File: src/rtl/ebi_cmd_packer.sv
// Assembles five 16-bit EBI writes into one 80-bit {time, addr, data} scheduler
// command and pushes it into command_fifo, with backpressure, ordering checks and timeout.
module ebi_cmd_packer #(
  parameter int unsigned CNT_W   = 16,
  parameter int unsigned TIMEOUT = 0
) (
  input  logic             clk,
  input  logic             rst,
  input  logic             wr_en,
  input  logic [2:0]       wr_addr,
  input  logic [15:0]      wr_data,
  output logic [79:0]      fifo_din,
  output logic             fifo_wr_en,
  input  logic             fifo_full,
  output logic             busy,
  input  logic             clear_err,
  output logic             err_overflow,
  output logic             err_order,
  output logic             err_timeout,
  output logic [CNT_W-1:0] cmd_count
);

  localparam int unsigned WORD_W = 16;
  localparam int unsigned IDX_W  = 3;
  localparam int unsigned CMD_W  = 80;
  localparam int unsigned TMO_W  = (TIMEOUT < 2) ? 1 : $clog2(TIMEOUT);
  localparam logic [IDX_W-1:0] LAST_IDX = IDX_W'(4);

  typedef enum logic [1:0] {
    ST_IDLE    = 2'd0,
    ST_COLLECT = 2'd1,
    ST_PENDING = 2'd2
  } state_e;

  state_e                   state_q, state_d;
  logic [IDX_W-1:0]         exp_q, exp_d;
  logic [TMO_W-1:0]         tmo_q, tmo_d;
  logic [3:0][WORD_W-1:0]   hold_q, hold_d;
  logic [CMD_W-1:0]         din_q, din_d;
  logic                     push_q, push_d;
  logic                     busy_q, busy_d;
  logic                     ovf_q, ovf_d;
  logic                     ord_q, ord_d;
  logic                     tmo_err_q, tmo_err_d;
  logic [CNT_W-1:0]         cnt_q, cnt_d;

  logic set_ovf, set_ord, set_tmo, accept, tmo_fire;

  // Next-state, word capture, commit and sticky error logic
  always_comb begin
    state_d  = state_q;
    exp_d    = exp_q;
    tmo_d    = tmo_q;
    hold_d   = hold_q;
    din_d    = din_q;
    push_d   = 1'b0;
    busy_d   = 1'b0;
    cnt_d    = cnt_q;
    set_ovf  = 1'b0;
    set_ord  = 1'b0;
    set_tmo  = 1'b0;
    accept   = 1'b0;
    // Fires on the TIMEOUT-th cycle since the last accepted word; takes precedence over a write
    tmo_fire = (TIMEOUT != 0) && (state_q == ST_COLLECT) &&
               (tmo_q == TMO_W'(TIMEOUT - 1));

    unique case (state_q)
      ST_IDLE, ST_COLLECT: begin
        if (tmo_fire) begin
          set_tmo = 1'b1;
          state_d = ST_IDLE;
          exp_d   = '0;
        end
        if (wr_en) begin
          if ((state_q == ST_COLLECT) && !tmo_fire && (wr_addr == exp_q)) begin
            accept = 1'b1;
          end else if (wr_addr == '0) begin
            accept  = 1'b1;
            set_ord = (state_q == ST_COLLECT) && !tmo_fire;
          end else begin
            set_ord = 1'b1;
            state_d = ST_IDLE;
            exp_d   = '0;
          end
        end

        if (accept) begin
          tmo_d = '0;
          if (wr_addr == LAST_IDX) begin
            din_d = {hold_q[1], hold_q[0], hold_q[2], wr_data, hold_q[3]};
            exp_d = '0;
            if (fifo_full) begin
              state_d = ST_PENDING;
              busy_d  = 1'b1;
            end else begin
              state_d = ST_IDLE;
              push_d  = 1'b1;
              cnt_d   = cnt_q + CNT_W'(1);
            end
          end else begin
            hold_d[wr_addr[1:0]] = wr_data;
            exp_d   = IDX_W'(wr_addr + IDX_W'(1));
            state_d = ST_COLLECT;
          end
        end else if ((state_d == ST_COLLECT) && (TIMEOUT != 0)) begin
          tmo_d = tmo_q + TMO_W'(1);
        end else begin
          tmo_d = '0;
        end
      end

      ST_PENDING: begin
        tmo_d   = '0;
        set_ovf = wr_en;
        busy_d  = fifo_full;
        if (!fifo_full) begin
          state_d = ST_IDLE;
          push_d  = 1'b1;
          cnt_d   = cnt_q + CNT_W'(1);
        end
      end

      default: begin
        state_d = ST_IDLE;
        exp_d   = '0;
        tmo_d   = '0;
      end
    endcase

    ovf_d     = set_ovf | (ovf_q & ~clear_err);
    ord_d     = set_ord | (ord_q & ~clear_err);
    tmo_err_d = set_tmo | (tmo_err_q & ~clear_err);
  end

  always_ff @(posedge clk) begin
    if (!rst) begin
      state_q   <= ST_IDLE;
      exp_q     <= '0;
      tmo_q     <= '0;
      hold_q    <= '0;
      din_q     <= '0;
      push_q    <= 1'b0;
      busy_q    <= 1'b0;
      ovf_q     <= 1'b0;
      ord_q     <= 1'b0;
      tmo_err_q <= 1'b0;
      cnt_q     <= '0;
    end else begin
      state_q   <= state_d;
      exp_q     <= exp_d;
      tmo_q     <= tmo_d;
      hold_q    <= hold_d;
      din_q     <= din_d;
      push_q    <= push_d;
      busy_q    <= busy_d;
      ovf_q     <= ovf_d;
      ord_q     <= ord_d;
      tmo_err_q <= tmo_err_d;
      cnt_q     <= cnt_d;
    end
  end

  assign fifo_din     = din_q;
  assign fifo_wr_en   = push_q;
  assign busy         = busy_q;
  assign err_overflow = ovf_q;
  assign err_order    = ord_q;
  assign err_timeout  = tmo_err_q;
  assign cmd_count    = cnt_q;

endmodule

File: config.mk
export PLATFORM = sky130hd
export DESIGN_NAME = ebi_cmd_packer
export DESIGN_NICKNAME = d
export VERILOG_FILES = /design/src/rtl/ebi_cmd_packer.sv
export SDC_FILE = /design/constraint.sdc
export NUM_CORES = 1
export LEC_CHECK = 0
export CORE_MARGIN = 5
export CORE_UTILIZATION = 44
export CTS_BUF_LIST = sky130_fd_sc_hd__clkbuf_8 sky130_fd_sc_hd__clkbuf_16
export CTS_CLUSTER_SIZE = 14
export DETAILED_ROUTE_END_ITERATION = 7
export GPL_TIMING_DRIVEN = 0
export PLACE_DENSITY_LB_ADDON = 0.1
export SLEW_MARGIN = 20
export SYNTH_ARGS = -nofsm -noshare
export SYNTH_HDL_FRONTEND = slang
export SYNTH_SLANG_ARGS = --single-unit
File: constraint.sdc
create_clock -name clk -period 4.98 [get_ports clk]
set_input_delay 0.747 -clock clk [delete_from_list [all_inputs] [get_ports clk]]
set_output_delay 0.747 -clock clk [all_outputs]
set_load 0.02 [all_outputs]
==> results_dict.tcl, run 1 <==
set metrics [dict create \
    rsz0062_at_grt "false" \
    num-nets-final 917 \
    ys_seq_elements 170 \
    worstSetupEndpointType "register" \
    rows 44 \
    post_cts_resized 0 \
    synth_fa_ha_area_share_pct 0.974 \
    cp_cell_sequence "clkdlybuf4s50_1, inv_1, ha_1, and4b_1, a21oi_1, clkbuf_1, buf_2, o21ai_0, a21oi_1" \
    synth.avg_cell_area_um2 8.62 \
    grt_max_degree 17 \
    clk_path_buf_depth 2 \
    fin_area_mm2 0.00846 \
    critical-path-max-stage-delay_ns 0.59 \
    leakagePower_nw 2.87 \
    drive_gt1_share_pct 5.22 \
    cts_tree "yes" \
    start_util_pct 44.5 \
    final-max-slew-violation-count 0 \
    grt_usage_pct 21.1 \
    drcViolationCount 0 \
    hold_viol 0 \
    place_inst 1053 \
    die_w_um 131 \
    holdPathEnd "fifo_din[74]$_SDFFE_PN0P_" \
    ys.flop_type "dfxtp_1" \
    synth_mux_area_share_pct 7.63 \
    worst-path-buf-inv 4 \
    area_delta_synth_final_pct 31.7 \
    drv_cap 0 \
    cp.required_ns 5.33 \
    drt_iter0_drc 350 \
    synth_area_mm2 0.00642 \
    totalWireLength_um 17700 \
    grt_pass1_wl_um 28000 \
    timing.final.ws_setup_ns 1.94 \
    io_pins 125 \
    globalplace.congestion 0.806 \
    reg2reg_to "fifo_din[49]$_SDFFE_PN0P_" \
    r2r_slack_ns 2.74 \
    die_h_um 131 \
    stdcell_count 1084 \
    crit_family "buffers and inverters" \
    yosys_warnings 0 \
    fin_skew_ns 0.00556 \
    fillers 1275 \
    status "completed" \
    synth.top_cell.area_share_pct 53.0 \
    slowest_stage "clkdlybuf4s50_1" \
    synth_compound_area_share_pct 11.4 \
    core_area_mm2 0.0144 \
    insertion_delay_ns 0.42 \
    synthSimpleGateAreaFrac_pct 22.3 \
    synth_top_area_cell "dfxtp_1" \
    worstHoldPathType "register to register" \
    cts.root.buffer_cell "clkbuf_16" \
    clock-sinks 170 \
    grt_pass1_vias 5583 \
    multi_input_area_mm2 0.00277 \
    finalSetupViolCount 0 \
    layout.area.seq_mm2 0.00340 \
    max_freq_mhz 329 \
    cts_hold_buffers 0 \
    slew-limit-headroom_pct 54.2 \
    via_per_inst 5.21 \
    timing.hold.worst_path_depth 2 \
    synth_edf_count 0 \
    synth.distinct_cells 41 \
    dr.pass1.iters 4 \
    holdCritStartpoint "fifo_din[74]$_SDFFE_PN0P_" \
    overflow 0 \
    path_common_cell "a21oi_1" \
    place_area_mm2 0.00790 \
    cp-startpoint "wr_addr[0]" \
    synth_xor_area_share_pct 0.818 \
    synth_area_leaders "dfxtp_1 (53%), nand2_1 (16%), a21oi_1 (8.7%), mux2i_1 (7.6%), clkbuf_1 (2.0%)" \
    fin_crit_sh_pct 60.9 \
    cp.arrival_ns 3.38 \
    antenna_left 0 \
    antenna_found_initial 0 \
    n_antenna_cell 0 \
    synth.net_count 774 \
    ff2ff_path_depth 7 \
    crit_fanout 10 \
    cts_buffers 17 \
    port_buffers 124 \
    cts_htree_levels 4 \
    vias 5650 \
    yosysSeqAreaShare_pct 53.0 \
    worst_pin_slew_ns 0.687 \
    r2r_start "exp_q[1]$_SDFFE_PN0P_" \
    clkTransAtPathRegs_ns 0.06 \
    die_area_mm2 0.0171 \
    hold-worst-slack_ns 0.453 \
    wl_per_cell_um 16.3 \
    syn_inst 745 \
    dpl_worst_slack_ns 1.56 \
    cts_setup_buffers 0 \
    finalCriticalPeriod_ns 3.04 \
    synth_top_family_by_area "simple AND/OR/NAND/NOR gates" \
    hpwl_um 13200 \
    critPathLaunchType "input port" \
    cp.depth 9 \
    tns_ns 0 \
    p_per_area_mw_per_mm2 324 \
    synthArstFlopShare_pct 0 \
    criticalPathCategory "input port to register" \
    peakVddDrop_v 0.000235 \
]
## area by class of cell
type	instances	share of cell area, %
plain buffers	47	2.81
clock buffers	19	5.35
clock inverters	12	1.32
inverters	4	0.177
multi-input cells	524	32.7
flip-flops and latches	170	40.2
well taps	184	2.72
repair buffers	124	14.7
## metrics by stage
stage	util [%]	total power, W
after floorplan	-	0.00145
after global placement	54.7	0.00151
after detailed placement	54.7	0.00151
after global routing	58.7	0.00283
final	58.7	0.00274
after CTS	58.7	0.00276
## report_power, final
part | switching [W] | leakage, nW | internal, W | total (W)
clock network | 0.000508 | 0.287 | 0.000750 | 0.00126
logic | 0.0000735 | 1.21 | 0.0000350 | 0.000109
registers | 0.00000404 | 1.37 | 0.00137 | 0.00137
## cell usage after synthesis (all sizes together), types with 3 or more instances
| library cell | number |
|---|---|
| mux2i | 49 |
| o31ai | 9 |
| nand2 | 270 |
| or3 | 4 |
| o21ai | 3 |
| ha | 5 |
| inv | 4 |
| dfxtp | 170 |
| nand3 | 8 |
| or4 | 8 |
| clkbuf | 34 |
| a21oi | 112 |
| nor2b | 3 |
| nand2b | 7 |
| buf | 13 |
| and3 | 3 |
| nor2 | 13 |
| xor2 | 5 |
| o211ai | 3 |
## worst max-delay path by stage
| stage | endpoint | slack (ns) |
|---|---|---|
| 6_report | cmd_count[2]$_SDFFE_PN0P_ | 1.94 |
| 5_1_grt | cmd_count[2]$_SDFFE_PN0P_ | 1.66 |
| 4_1_cts | cmd_count[2]$_SDFFE_PN0P_ | 2.00 |
| 3_5_place_dp | cmd_count[2]$_SDFFE_PN0P_ | 1.56 |
| 3_3_place_gp | cmd_count[2]$_SDFFE_PN0P_ | 1.63 |
| 2_1_floorplan | hold_q[22]$_SDFFE_PN0P_ | 2.59 |
## per-layer routing
| metal | vias to the layer above | track usage, % | part of all wire (%) |
|---|---|---|---|
| li1 | 2767 | - | - |
| met1 | 2696 | 27.1 | 44 |
| met2 | 162 | 35.2 | 48 |
| met3 | 25 | 3.94 | 5.4 |
| met4 | 0 | 8.47 | 2.1 |
| met5 | - | 0 | 0 |
## flip-flops by register name (all words and copies together) (netlist names)
signal	flops
err_overflow	1
err_timeout	1
busy	1
err_order	1
hold_q	64
fifo_din	80
fifo_wr_en	1
state_q	2
cmd_count	16
exp_q	3
## kinds of logic after synthesis
family,after synthesis
xor+xnor,6
mux,49
simple gates,330
compound gates,134
buf+inv,51
flops,170
fa+ha+maj,5
## cell usage in the layout, fill, tap and decap left out, drive strengths merged, types with 3 or more instances in the layout
cell and instances:
inv 9, nand3 8, nor2b 3, nand2b 7
or4 8, clkinvlp 3, o21ai 3, clkdlybuf4s50 124
mux2i 49, nand2 270, and3 3, nor2 13
o31ai 9, dfxtp 170, buf 13, or3 4
a21oi 112, ha 5, clkbuf 53, xor2 5
o211ai 3
## worst reg2reg max path: cells and delay by family, from the launching register on
family | cells | cell delay (ns)
buffers and inverters | 2 | 0.48
flip-flops | 1 | 0.32
XOR/XNOR | 1 | 0.18
AND/OR/NAND/NOR | 3 | 1.05
AO/OA/AOI/OAI | 1 | 0.14
(Power assumes the default switching activity.)
==> inputs of run 2 (changes only) <==
Clock period 4.98 ns to 3 ns, I/O delays scaled along.
==> results_dict.tcl, run 2 (synthesized netlist as in run 1, its figures left out) <==
set metrics [dict create \
    max_freq_mhz 383 \
    slew-limit-headroom_pct 54.2 \
    vias 5639 \
    timing.final.ws_setup_ns 0.387 \
    finalCriticalPeriod_ns 2.61 \
    fin_skew_ns 0.00596 \
    cts_htree_levels 4 \
    grt_pass1_vias 5583 \
    timing.hold.worst_path_depth 2 \
    crit_fanout 10 \
    drv_cap 0 \
    peakVddDrop_v 0.000390 \
    clk_path_buf_depth 2 \
    layout_common_cells "nand2_1 (270), dfxtp_1 (170), clkdlybuf4s50_1 (124), a21oi_1 (111), mux2i_1 (49)" \
    drive_gt1_share_pct 5.33 \
    overflow 0 \
    totalWireLength_um 17700 \
    wl_per_cell_um 16.3 \
    n_antenna_cell 0 \
    hold_viol 0 \
    grt_pass1_wl_um 28000 \
    cts.root.buffer_cell "clkbuf_16" \
    antenna_found_initial 0 \
    p_per_area_mw_per_mm2 537 \
    rows 44 \
    port_buffers 124 \
    fin_crit_sh_pct 87.1 \
    worstSetupEndpointType "register" \
    rsz0062_at_grt "false" \
    die_area_mm2 0.0171 \
    clock-sinks 170 \
    hpwl_um 13200 \
    post-route-util_pct 58.7 \
    grt_usage_pct 21.1 \
    worst_pin_slew_ns 0.687 \
    finalSetupViolCount 0 \
    largest_reg_flops 80 \
    die_h_um 131 \
    status "completed" \
    worstHoldPathType "register to register" \
    leakagePower_nw 2.87 \
    ff2ff_path_depth 7 \
    area_delta_synth_final_pct 31.7 \
    cts_setup_buffers 0 \
    fillers 1273 \
    via_per_inst 5.20 \
    place_inst 1053 \
    dpl_worst_slack_ns -0.126 \
    cp.arrival_ns 2.96 \
    stdcell_count 1084 \
    dr.pass1.iters 5 \
    core_area_mm2 0.0144 \
    clkTransAtPathRegs_ns 0.06 \
    drt_iter0_drc 349 \
    drcViolationCount 0 \
    io_pins 125 \
    finalPower_w 0.00455 \
    die_w_um 131 \
    cts_buffers 17 \
    final_common_cell "nand2_1" \
    final-max-slew-violation-count 0 \
    grt_max_degree 17 \
    criticalPathCategory "input port to register" \
    num-nets-final 917 \
    cts_tree "yes" \
    globalplace.congestion 0.806 \
    start_util_pct 44.5 \
    antenna_left 0 \
    cp.required_ns 3.35 \
    insertion_delay_ns 0.42 \
    critPathLaunchType "input port" \
]
[run 2: cell counts in the layout (fill, tap and decap cells not counted)]
Identical to the previous run, type by type.
[run 2: what timing repair did]
| item | 4_1_cts | 5_1_grt |
|---|---|---|
| setup endpoints to repair | 0 | 1 |
| hold buffers | 0 | 0 |
| gates resized for setup | 0 | 1 |
[run 2: area by class of cell]
type                       count  area, um^2  area share, %
sequential                   170        3400           40.2
multi-input combinational    524        2770           32.8
timing repair buffer         124        1240           14.7
clock buffer                  19         453           5.35
buffer                        47         238           2.81
tap                          184         230           2.72
clock inverter                12         111           1.32
inverter                       4        15.0          0.177
[run 2: worst paths after layout]
kind | from | to | slack, ns
setup / recovery | wr_addr[0] | cmd_count[2]$_SDFFE_PN0P_ | 0.39
hold reg to reg | fifo_din[74]$_SDFFE_PN0P_ | fifo_din[74]$_SDFFE_PN0P_ | 0.45
setup reg to reg | exp_q[1]$_SDFFE_PN0P_ | fifo_din[49]$_SDFFE_PN0P_ | 0.74
hold / removal | fifo_din[74]$_SDFFE_PN0P_ | fifo_din[74]$_SDFFE_PN0P_ | 0.45
[run 2: worst max-delay path, cell delays in order]
cell,delay [ns]
clkdlybuf4s50_1,0.59
inv_1,0.10
ha_1,0.27
and4b_1,0.27
a21oi_2,0.33
clkbuf_1,0.38
buf_2,0.29
o21ai_0,0.12
a21oi_1,0.15
[run 2: through the flow]
stage / area, um^2 / setup TNS [ns] / hold WS, ns
6_report: 8460 / 0 / 0.452
5_1_grt: 8460 / 0 / 0.470
4_1_cts: 8460 / 0 / 0.454
3_5_place_dp: 7900 / -0.666 / 0.446
3_3_place_gp: 7900 / -0.252 / 0.444
2_1_floorplan: 6420 / 0 / 0.432
[run 2: where the power goes]
part           leakage (nW)  internal [W]  switching [W]
Combinational          1.21     0.0000581       0.000122
Clock                 0.287       0.00124       0.000847
Sequential             1.37       0.00227     0.00000668
Total                  2.87       0.00357       0.000976
[run 2: routing by layer]
metal | up-vias | global-route usage [%] | part of all wire (%)
li1 | 2770 | - | -
met1 | 2686 | 27.1 | 44
met2 | 157 | 35.2 | 49
met3 | 26 | 3.94 | 5.5
met4 | 0 | 8.47 | 2.1
met5 | - | 0 | 0
